File: src/rtl/hyperram_rd_capture.sv
// HyperRAM read-path DDR capture: pairs rising/falling DQ bytes into words,
// counts them against a burst length and buffers them in a show-ahead FIFO.
module hyperram_rd_capture #(
  parameter int DEPTH   = 8,
  parameter int TIMEOUT = 32
) (
  input  logic        CLK,
  input  logic        RST,
  input  logic [7:0]  DQ,
  input  logic        RWDS,
  input  logic        START,
  input  logic [7:0]  LEN,
  input  logic        RD_EN,
  output logic [15:0] DOUT,
  output logic        DVALID,
  output logic        BUSY,
  output logic        DONE,
  output logic        TOUT_ERR,
  output logic        OVERFLOW
);

  localparam int AW = $clog2(DEPTH);

  typedef enum logic [1:0] {
    IDLE,
    WAIT,
    RECV
  } state_t;

  state_t      state;
  logic [7:0]  rb;
  logic        rs;
  logic [7:0]  fb;
  logic        fs;
  logic [7:0]  a_hi;
  logic [7:0]  a_lo;
  logic        a_rs;
  logic        a_fs;
  logic [7:0]  len;
  logic [7:0]  cnt;
  logic [7:0]  tcnt;
  logic [7:0]  tnext;
  logic        busy;
  logic        done;
  logic        tout;
  logic        ovf;

  logic [15:0] mem [DEPTH];
  logic [AW-1:0] wp;
  logic [AW-1:0] rp;
  logic [AW:0]   occ;

  logic word_ok;
  logic acc;
  logic full;
  logic empty;
  logic push;
  logic pop;

  always_ff @(posedge CLK) begin
    if (RST) begin
      rb   <= '0;
      rs   <= 1'b0;
      a_hi <= '0;
      a_lo <= '0;
      a_rs <= 1'b0;
      a_fs <= 1'b0;
    end else begin
      rb   <= DQ;
      rs   <= RWDS;
      a_hi <= rb;
      a_lo <= fb;
      a_rs <= rs;
      a_fs <= fs;
    end
  end

  always_ff @(negedge CLK) begin
    if (RST) begin
      fb <= '0;
      fs <= 1'b0;
    end else begin
      fb <= DQ;
      fs <= RWDS;
    end
  end

  assign word_ok = a_rs & ~a_fs;
  assign acc     = word_ok & (state != IDLE);
  assign empty   = (occ == '0);
  assign full    = (occ == (AW+1)'(DEPTH));
  // A full FIFO still takes the word when the head is popped the same edge.
  assign push    = acc & (~full | RD_EN);
  assign pop     = RD_EN & ~empty;
  assign tnext   = (tcnt == 8'hFF) ? tcnt : tcnt + 8'd1;

  always_ff @(posedge CLK) begin
    if (push) mem[wp] <= {a_hi, a_lo};
  end

  always_ff @(posedge CLK) begin
    if (RST) begin
      wp  <= '0;
      rp  <= '0;
      occ <= '0;
    end else begin
      if (push) wp <= wp + 1'b1;
      if (pop)  rp <= rp + 1'b1;
      unique case ({push, pop})
        2'b10:   occ <= occ + 1'b1;
        2'b01:   occ <= occ - 1'b1;
        default: occ <= occ;
      endcase
    end
  end

  always_ff @(posedge CLK) begin
    if (RST) begin
      state <= IDLE;
      len   <= '0;
      cnt   <= '0;
      tcnt  <= '0;
      busy  <= 1'b0;
      done  <= 1'b0;
      tout  <= 1'b0;
      ovf   <= 1'b0;
    end else begin
      done <= 1'b0;
      tout <= 1'b0;
      if (acc && full && !RD_EN) ovf <= 1'b1;
      unique case (state)
        IDLE: begin
          if (START) begin
            if (LEN == 8'd0) begin
              done <= 1'b1;
            end else begin
              state <= WAIT;
              len   <= LEN;
              cnt   <= '0;
              tcnt  <= '0;
              busy  <= 1'b1;
              ovf   <= 1'b0;
            end
          end
        end
        WAIT, RECV: begin
          if (acc) begin
            cnt   <= cnt + 8'd1;
            tcnt  <= '0;
            state <= RECV;
            if (cnt + 8'd1 == len) begin
              done  <= 1'b1;
              state <= IDLE;
              busy  <= 1'b0;
            end
          end else begin
            tcnt <= tnext;
            if (tnext == 8'(TIMEOUT)) begin
              tout  <= 1'b1;
              state <= IDLE;
              busy  <= 1'b0;
            end
          end
        end
        default: state <= IDLE;
      endcase
    end
  end

  assign DOUT     = empty ? 16'h0000 : mem[rp];
  assign DVALID   = ~empty;
  assign BUSY     = busy;
  assign DONE     = done;
  assign TOUT_ERR = tout;
  assign OVERFLOW = ovf;

endmodule

File: config.mk
export PLATFORM = sky130hd
export DESIGN_NAME = hyperram_rd_capture
export DESIGN_NICKNAME = d
export VERILOG_FILES = /design/src/rtl/hyperram_rd_capture.sv
export SDC_FILE = /design/constraint.sdc
export NUM_CORES = 1
export LEC_CHECK = 0
export ABC_CLOCK_PERIOD_IN_PS = 4300
export CAP_MARGIN = 20
export CORE_MARGIN = 4
export CORE_UTILIZATION = 30
export DETAILED_ROUTE_END_ITERATION = 16
export SETUP_SLACK_MARGIN = 0.1
export SYNTH_ARGS = -nofsm -noshare
export SYNTH_HDL_FRONTEND = slang
export SYNTH_SLANG_ARGS = --single-unit
File: constraint.sdc
create_clock -name CLK -period 4.3 [get_ports CLK]
set_input_delay 0.86 -clock CLK [delete_from_list [all_inputs] [get_ports CLK]]
set_output_delay 0.86 -clock CLK [all_outputs]
set_load 0.05 [all_outputs]
# [Word-level counts from Yosys, hierarchy flattened]
# Memory sizes are Yosys's and may differ from the RTL's. A register that Yosys moved wholly into a read port is not among the register bits.
# Cells that the tools add are included.
[word_totals] register_bits=76 ram_bits=128 inputBits=21 output_inout_bits=21 wordCells=102 n_memories=1
[mem_list] name="mem" depth=8 word_bits=16 read_ports=1 rd_ports_with_merged_regs=1 wr=1 line_no="48" rtl="logic [15:0] mem [DEPTH];"
[op_classes] n_addsub=6 n_eq_ne=13 muxes=37 bitwise_logic=10 n_reduce_logical=16
[ops] cell="8-bit 2-to-1 mux" n=6
[ops] cell="8-bit one-hot mux with 2 select lines" n=2
[ops] cell="1-bit 2-to-1 mux" n=17
[ops] cell="8-bit by 1-bit adder with 8-bit output, second input constant" n=2
[ops] cell="16-bit 2-to-1 mux" n=1
[ops] cell="2-bit 2-to-1 mux" n=5
[ops] cell="3-bit AND reduction" n=3
[ops] cell="8-bit by 6-bit equality test with 1-bit output, second input constant" n=1
[ops] cell="8-bit equality test" n=1
[ops] cell="8-bit equality test, second input constant" n=1
[ops] cell="8-bit zero test" n=1
[ops] cell="4-bit one-hot mux with 2 select lines" n=1
[ops] cell="3-bit by 1-bit adder with 3-bit output, second input constant" n=2
[ops] cell="3-bit 2-to-1 mux" n=2
[ops] cell="2-bit != test, second input constant" n=3
[ops] cell="3-bit != test, second input constant" n=2
[ops] cell="2-bit nonzero test" n=3
[ops] cell="1-bit NOT" n=5
[ops] cell="5-bit AND reduction" n=1
[ops] cell="4-bit by 1-bit adder with 4-bit output, second input constant" n=1
[ops] cell="1-bit bitwise AND" n=4
[ops] cell="2-bit by 1-bit equality test with 1-bit output, second input constant" n=2
[ops] cell="2-bit equality test, second input constant" n=2
[ops] cell="4-bit equality test, second input constant" n=1
[ops] cell="other kinds (11)" n=13

# [Depth between registers and ports, before layout]
# Gate-level depths: netlist of the first run.
[depth] depth_word=9 mapped_depth=12 depth_no_buf=12

==> results of run 1 <==
-- worst max-delay path, delay by kind of cell (launching register included) --
| family | cells | cell delay [ns] |
|---|---|---|
| DFF | 1 | 0.60 |
| muxes | 2 | 0.77 |
| buffers and inverters | 2 | 1.02 |
| and+or+nand+nor | 1 | 0.08 |
-- metal layers --
| layer | track usage | vias to the layer above | part of all wire |
|---|---|---|---|
| met5 | 0 | - | 0 |
| met2 | 0.175 | 105 | 0.48 |
| li1 | - | 2240 | - |
| met4 | 0.0306 | 0 | 0.018 |
| met3 | 0.0181 | 16 | 0.060 |
| met1 | 0.147 | 2217 | 0.44 |
-- registers in the layout, summed over array words and instances, names as in the netlist, 8 cells and up, named ones only --
register	cells
tcnt	8
cnt	8
len	8
fb	8
mem	128
rb	8
a_lo	8
a_hi	8
-- kinds of logic (layout without fill, tap and decap cells) --
kind of cell	count (synthesis)	after routing
buf+inv	38	118
flops	207	207
simple gates	167	167
xor+xnor	17	17
compound gates	66	66
fa+ha+maj	10	10
mux	56	56
-- path summary, 6_finish.rpt --
kind	from	endpoint	slack (ns)
worst max-delay path	flip-flop	DOUT[4]	0.47
worst min register to register	rb[4]$_DFF_P_	a_hi[4]$_SDFF_PP0_	0.44
worst min-delay path	rb[4]$_DFF_P_	a_hi[4]$_SDFF_PP0_	0.44
worst max register to register	state[0]$_SDFFE_PP0P_	occ[3]$_SDFFE_PP0P_	1.13
-- area by class of cell --
cell class,instances,share of cell area
inverters,10,0.00382
multi-input cells,316,0.267
repair buffers,59,0.0550
well taps,341,0.0435
clock inverters,27,0.0222
flip-flops and latches,207,0.553
clock buffers,22,0.0561
-- power groups by stage --
stage	Sequential, W	Combinational, W	Clock [W]
after floorplan	0.00219	0.000164	0.0000143
after global placement	0.00220	0.000233	0.0000143
after detailed placement	0.00220	0.000234	0.0000143
after CTS	0.00216	0.000235	0.00197
after global routing	0.00216	0.000252	0.00205
final	0.00216	0.000230	0.00191
-- stage by stage --
step,setup slack (ns),cells,area (sq um)
6_report,0.469,982,9820
5_1_grt,0.280,982,9820
4_1_cts,0.384,982,9820
3_5_place_dp,0.594,934,9050
3_3_place_gp,0.633,934,9050
2_1_floorplan,0.810,561,8180
-- cell usage in the layout, fill, tap and decap left out, drive strengths merged, types with 7 or more instances in the layout --
cell type,Yosys,final
edfxtp,128,128
dfxtp,79,79
nor2,51,51
clkdlybuf4s50,0,40
mux4,32,32
nor2b,29,29
mux2i,24,24
a21oi,22,22
clkbuf,16,22
inv,11,20
buf,11,19
nand2,16,16
nor3,14,14
o21ai,11,11
xor2,10,10
clkinv,0,10
nand2b,9,9
ha,9,9
nand3,8,8
xnor2,7,7
==> flow_summary_export.csv, run 1 <==
group,metric,value,unit
run_status,outcome,"complete, no violations",
grt,grt_overflow_total,0,
sta,fin_crit,3.83,ns
cts,cts_buffers,22,
cts,clockBufferDepth,3,
sta,rsz0062_at_grt,"false",
setup_path,cp_max_fo,13,
setup_path,setup.worst_path.class,"flip-flop to output port",
floorplan,num_rows,60,
pwr,seqPwrFrac,0.502,
synth,synth.top_cell.area_share,0.470,
synth,synthXorXnorAreaFrac,0.0182,
synth,synth-edff-count,128,
synth,ys_seq_area_frac,0.664,
cts,clk_pin_slew_worst_paths,0.06,ns
detailed_routing,drtAntennaViolNets,0,
grt,grt_usage,0.106,
cts,cts_hold_buf,0,
cts,cts_resized,0,
synth,synth_top_family_by_area,"multiplexers",
synth,yosys_most_used_dff,"edfxtp_1",
synth,synth.cell_area,8180,sq um
detailed_routing,wl_per_cell,16.4,microns
setup_path,max_stage_delay,0.70,ns
grt,antenna_found_initial,0,
cts,cts_tree,"done",
pwr,p_total,0.00430,W
synth,synth_cell_types,56,
grt,grt_max_degree,54,
setup_path,critPathLaunchType,"flip-flop",
pwr,sw_frac_of_total,0.217,
sta,maxSlewHeadroom,0.404,
finish,fill_cells,2531,
synth,synthSimpleGateAreaFrac,0.111,
worst_hold_path,min_path_cells,1,
finish,register_area,5430,sq um
sta,drv_slew,0,
sta,hold_slack,0.442,ns
floorplan,start_util,0.304,
synth,synthAdderAreaFrac,0.0162,
finish,nets,656,
finish,layout-drive-gt1-share,0.170,
synth,yosys_warnings,0,
placement,dp_hpwl,10.7,mm
grt,grt_pass1_wl,25.8,mm
synth,synth.area.top_cells,"edfxtp_1 (47%), dfxtp_1 (19%), mux4_2 (8.8%)",
sta,hold_violations,0,
grt,grt_pass1_vias,4589,
pwr,leakage,3.28,nW
setup_path,crit_chain,"buf_4 -> mux4_2 -> mux2i_1 -> nor2_1 -> clkdlybuf4s50_1",
cts,h-tree-depth,1,
pwr,p_switching,0.000932,W
sta,setup_tns,0,ns
finish,area_growth,20.1,%
placement,globalplace.congestion,0.799,
synth,avgSynthCellArea,14.6,sq um
finish,multi_input_area,2620,sq um
pwr,p_per_area,438,nW/um^2
finish,antenna_cells,0,
synth,synth_compound_area_frac,0.0531,
setup_path,worstRegToRegCells,12,
sta,max_freq,261,MHz
cts,clk_latency,0.55,ns
detailed_routing,wl,16.1,mm
setup_path,critPathCaptureType,"output port",
cts,numClockSinks,207,
finish,finalCoreUtilization,0.365,
setup_path,cp_data_arrival_time,2.97,ns
sta,fin_crit_sh,0.891,
detailed_routing,first_iter_violations,303,
cts,cts-root-buf,"clkbuf_16",
floorplan,coreArea,26900,sq um
synth,syn_nets,592,
synth,synth_most_common_cell,"edfxtp_1",
detailed_routing,drcViolationCount,0,
floorplan,die_x,173,microns
setup_path,cp_slowest_cell,"clkdlybuf4s50_1",
pwr,power_frac_comb,0.054,
synth,ys_seq_elements,207,
placement,portBuffers,41,
setup_path,cp.required,3.44,ns
sta,tightestPinTransition,0.895,ns
sta,setup_viol,0,
detailed_routing,first_pass_iters,4,
synth,ys_top_cells_by_count,"edfxtp_1 (128), dfxtp_1 (79), nor2_1 (50)",
worst_hold_path,hp-class,"flip-flop to flip-flop",
synth,async_flop_share,0,
synth,yosysTopAreaCell,"edfxtp_1",
pwr,internal-power,0.00336,W
detailed_routing,num_vias,4578,
pwr,clkPwrFrac,0.444,
synth,synth.mux.area_fraction,0.118,
synth,syn_inst,561,
sta,skew,0.0629,ns
floorplan,io_pins,42,
pwr,max-vdd-ir-drop,0.225,mV
cts,cts_setup_buffers,0,
floorplan,dieHeight,173,microns
floorplan,dieArea,30000,sq um
flow_run,max_cap_violations,0,
detailed_routing,via_per_inst,4.66,
Note: power is estimated with default switching activity, not from simulation.
==> run 2: changes to the inputs <==
--- a/config.mk
+++ b/config.mk
@@ -5,11 +5,12 @@
 export SDC_FILE = /design/constraint.sdc
 export NUM_CORES = 1
 export LEC_CHECK = 0
-export ABC_CLOCK_PERIOD_IN_PS = 4300
+export ABC_CLOCK_PERIOD_IN_PS = 4100
 export CAP_MARGIN = 20
 export CORE_MARGIN = 4
 export CORE_UTILIZATION = 30
 export DETAILED_ROUTE_END_ITERATION = 16
+export MAX_ROUTING_LAYER = met4
 export SETUP_SLACK_MARGIN = 0.1
 export SYNTH_ARGS = -nofsm -noshare
 export SYNTH_HDL_FRONTEND = slang
==> constraint.sdc (replaced) <==
create_clock -name CLK -period 4.1 [get_ports CLK]
set_input_delay 0.82 -clock CLK [delete_from_list [all_inputs] [get_ports CLK]]
set_output_delay 0.82 -clock CLK [all_outputs]
set_load 0.05 [all_outputs]
==> run 2 against run 1 <==
  * Non-clock buffer count grew 4
  * Routed wire length rose by 0.74%
  * Combinational power is 7% higher
  * Hold slack got worse by 0.012 ns
  * Via count up 1.5%
  * Critical path depth unchanged
  * Register-to-register slack lost 0.05 ns
  * First-iteration DRC count is 14% higher
==> flow_summary_export.csv, run 2 (synthesis results as in run 1) <==
group,metric,value,unit
finish,mostFrequentLayoutCells,"edfxtp_1 (128), dfxtp_1 (78), nor2_1 (50)",
cts,clk_pin_slew_worst_paths,0.06,ns
floorplan,coreArea,26900,sq um
detailed_routing,first_iter_violations,344,
setup_path,r2r_slack,1.08,ns
grt,grt_max_degree,46,
placement,globalplace.congestion,0.762,
floorplan,io_pins,42,
sta,fin_crit_sh,0.891,
placement,placed_cell_area,9110,sq um
setup_path,max_stage_delay,0.70,ns
setup_path,r2r_start,"state[0]$_SDFFE_PP0P_",
sta,setup_viol,0,
cts,cts_resized,0,
cts,clockBufferDepth,3,
setup_path,critical-path-top-delay-family,"buffers and inverters",
finish,fin_area,9830,sq um
floorplan,start_util,0.304,
floorplan,dieArea,30000,sq um
sta,maxSlewHeadroom,0.413,
sta,skew,0.0591,ns
finish,largest-register,"mem",
worst_hold_path,hp-start,"rb[3]$_DFF_P_",
setup_path,cp_data_arrival_time,2.83,ns
floorplan,die_x,173,microns
worst_hold_path,hold_end,"a_hi[3]$_SDFF_PP0_",
cts,cts_tree,"done",
sta,setup_ws,0.447,ns
detailed_routing,num_vias,4645,
worst_hold_path,min_path_cells,1,
sta,setup_tns,0,ns
finish,antenna_cells,0,
cts,cts-root-buf,"clkbuf_16",
detailed_routing,first_pass_iters,5,
pwr,max-vdd-ir-drop,0.257,mV
cts,clk_latency,0.55,ns
sta,hold_violations,0,
cts,cts_hold_buf,0,
setup_path,critPathLaunchType,"flip-flop",
sta,rsz0062_at_grt,"false",
grt,grt_pass1_wl,26.1,mm
placement,portBuffers,41,
sta,tightestPinTransition,0.881,ns
sta,max_freq,274,MHz
floorplan,num_rows,60,
sta,drv_slew,0,
pwr,leakage,3.28,nW
floorplan,dieHeight,173,microns
flow_run,max_cap_violations,0,
detailed_routing,drtAntennaViolNets,0,
detailed_routing,wl_per_cell,16.5,microns
finish,final_common_cell,"edfxtp_1",
worst_hold_path,hp-class,"flip-flop to flip-flop",
finish,layout-drive-gt1-share,0.166,
grt,antenna_found_initial,0,
detailed_routing,drcViolationCount,0,
setup_path,cp.required,3.28,ns
finish,largest_reg_flops,128,
pwr,p_per_area,448,nW/um^2
setup_path,setup.worst_path.class,"flip-flop to output port",
setup_path,crit_chain,"buf_12 -> mux4_2 -> mux2i_1 -> nor2_1 -> clkdlybuf4s50_1",
setup_path,cp_max_fo,11,
placement,dp_slack,0.483,ns
finish,nets,660,
detailed_routing,wl,16.2,mm
grt,grt_usage,0.111,
cts,cts_setup_buffers,0,
setup_path,crit_buf_inv,2,
setup_path,r2r-end,"occ[3]$_SDFFE_PP0P_",
run_status,outcome,"complete, no violations",
detailed_routing,via_per_inst,4.71,
placement,dp_hpwl,11.0,mm
grt,grt_overflow_total,0,
cts,numClockSinks,207,
setup_path,cp_slowest_cell,"clkdlybuf4s50_1",
finish,fill_cells,2578,
sta,fin_crit,3.65,ns
setup_path,critPathCaptureType,"output port",
grt,grt_pass1_vias,4634,
finish,area_growth,20.2,%
cts,cts_buffers,22,
setup_path,worstRegToRegCells,13,
cts,h-tree-depth,1,
## run 2: changes by cell type in the layout (fill, tap and decap cells not counted), moves of 2 or more
cell | before | now
clkinvlp_4 | 3 | 1
buf_4 | 18 | 20
bufinv_16 | 3 | 1
buf_12 | 0 | 2
clkinv_2 | 6 | 3
clkinv_1 | 2 | 6
clkbuf_8 | 0 | 2
clkbuf_1 | 0 | 3
## run 2: worst max-delay path by stage
stage | cells after the start | to | slack [ns]
floorplan | 2 | fb[3]$_DFF_N_ | 0.75
global placement | 2 | fb[7]$_DFF_N_ | 0.57
detailed placement | 2 | fb[3]$_DFF_N_ | 0.48
CTS | 5 | DOUT[4] | 0.37
global route | 5 | DOUT[4] | 0.26
finish | 5 | DOUT[4] | 0.45
## run 2: report_power, final
part           switching (W)  total [W]  internal [W]
Combinational       0.000135   0.000247      0.000112
Sequential         0.0000313    0.00226       0.00223
Clock               0.000797    0.00189       0.00110
## run 2: final cells by class
class,instances,area [sq um],area share
flip-flops and latches,207,5430,0.552
multi-input cells,316,2620,0.267
repair buffers,63,596,0.0606
clock buffers,27,589,0.0600
well taps,341,427,0.0434
clock inverters,22,130,0.0132
inverters,10,37.5,0.00382
## run 2: worst register-to-register path, delay by kind of cell (launching register included)
family / cells / cell delay (ns)
XOR/XNOR: 1 / 0.09
flip-flops: 1 / 0.38
AND/OR/NAND/NOR: 2 / 0.50
AO/OA/AOI/OAI: 4 / 0.70
buffers and inverters: 3 / 0.43
adder cells (fa/ha/maj): 3 / 0.84
## run 2: per-layer routing
layer / part of all wire / routed length [microns] / vias to the layer above / global-route usage
li1: - / - / 2254 / -
met1: 0.47 / 7570 / 2272 / 0.156
met2: 0.46 / 7540 / 102 / 0.170
met3: 0.054 / 877 / 17 / 0.0195
met4: 0.016 / 254 / 0 / 0.0266
met5: 0 / 0 / - / -
## run 2: per-stage QoR
step / total power (W) / instances / hold WS, ns / utilization
global route: 0.00459 / 986 / 0.444 / 0.366
CTS: 0.00446 / 986 / 0.435 / 0.366
detailed placement: 0.00257 / 938 / 0.423 / 0.339
floorplan: 0.00248 / 561 / 0.414 / -
finish: 0.00440 / 986 / 0.430 / 0.366
global placement: 0.00257 / 938 / 0.434 / 0.339
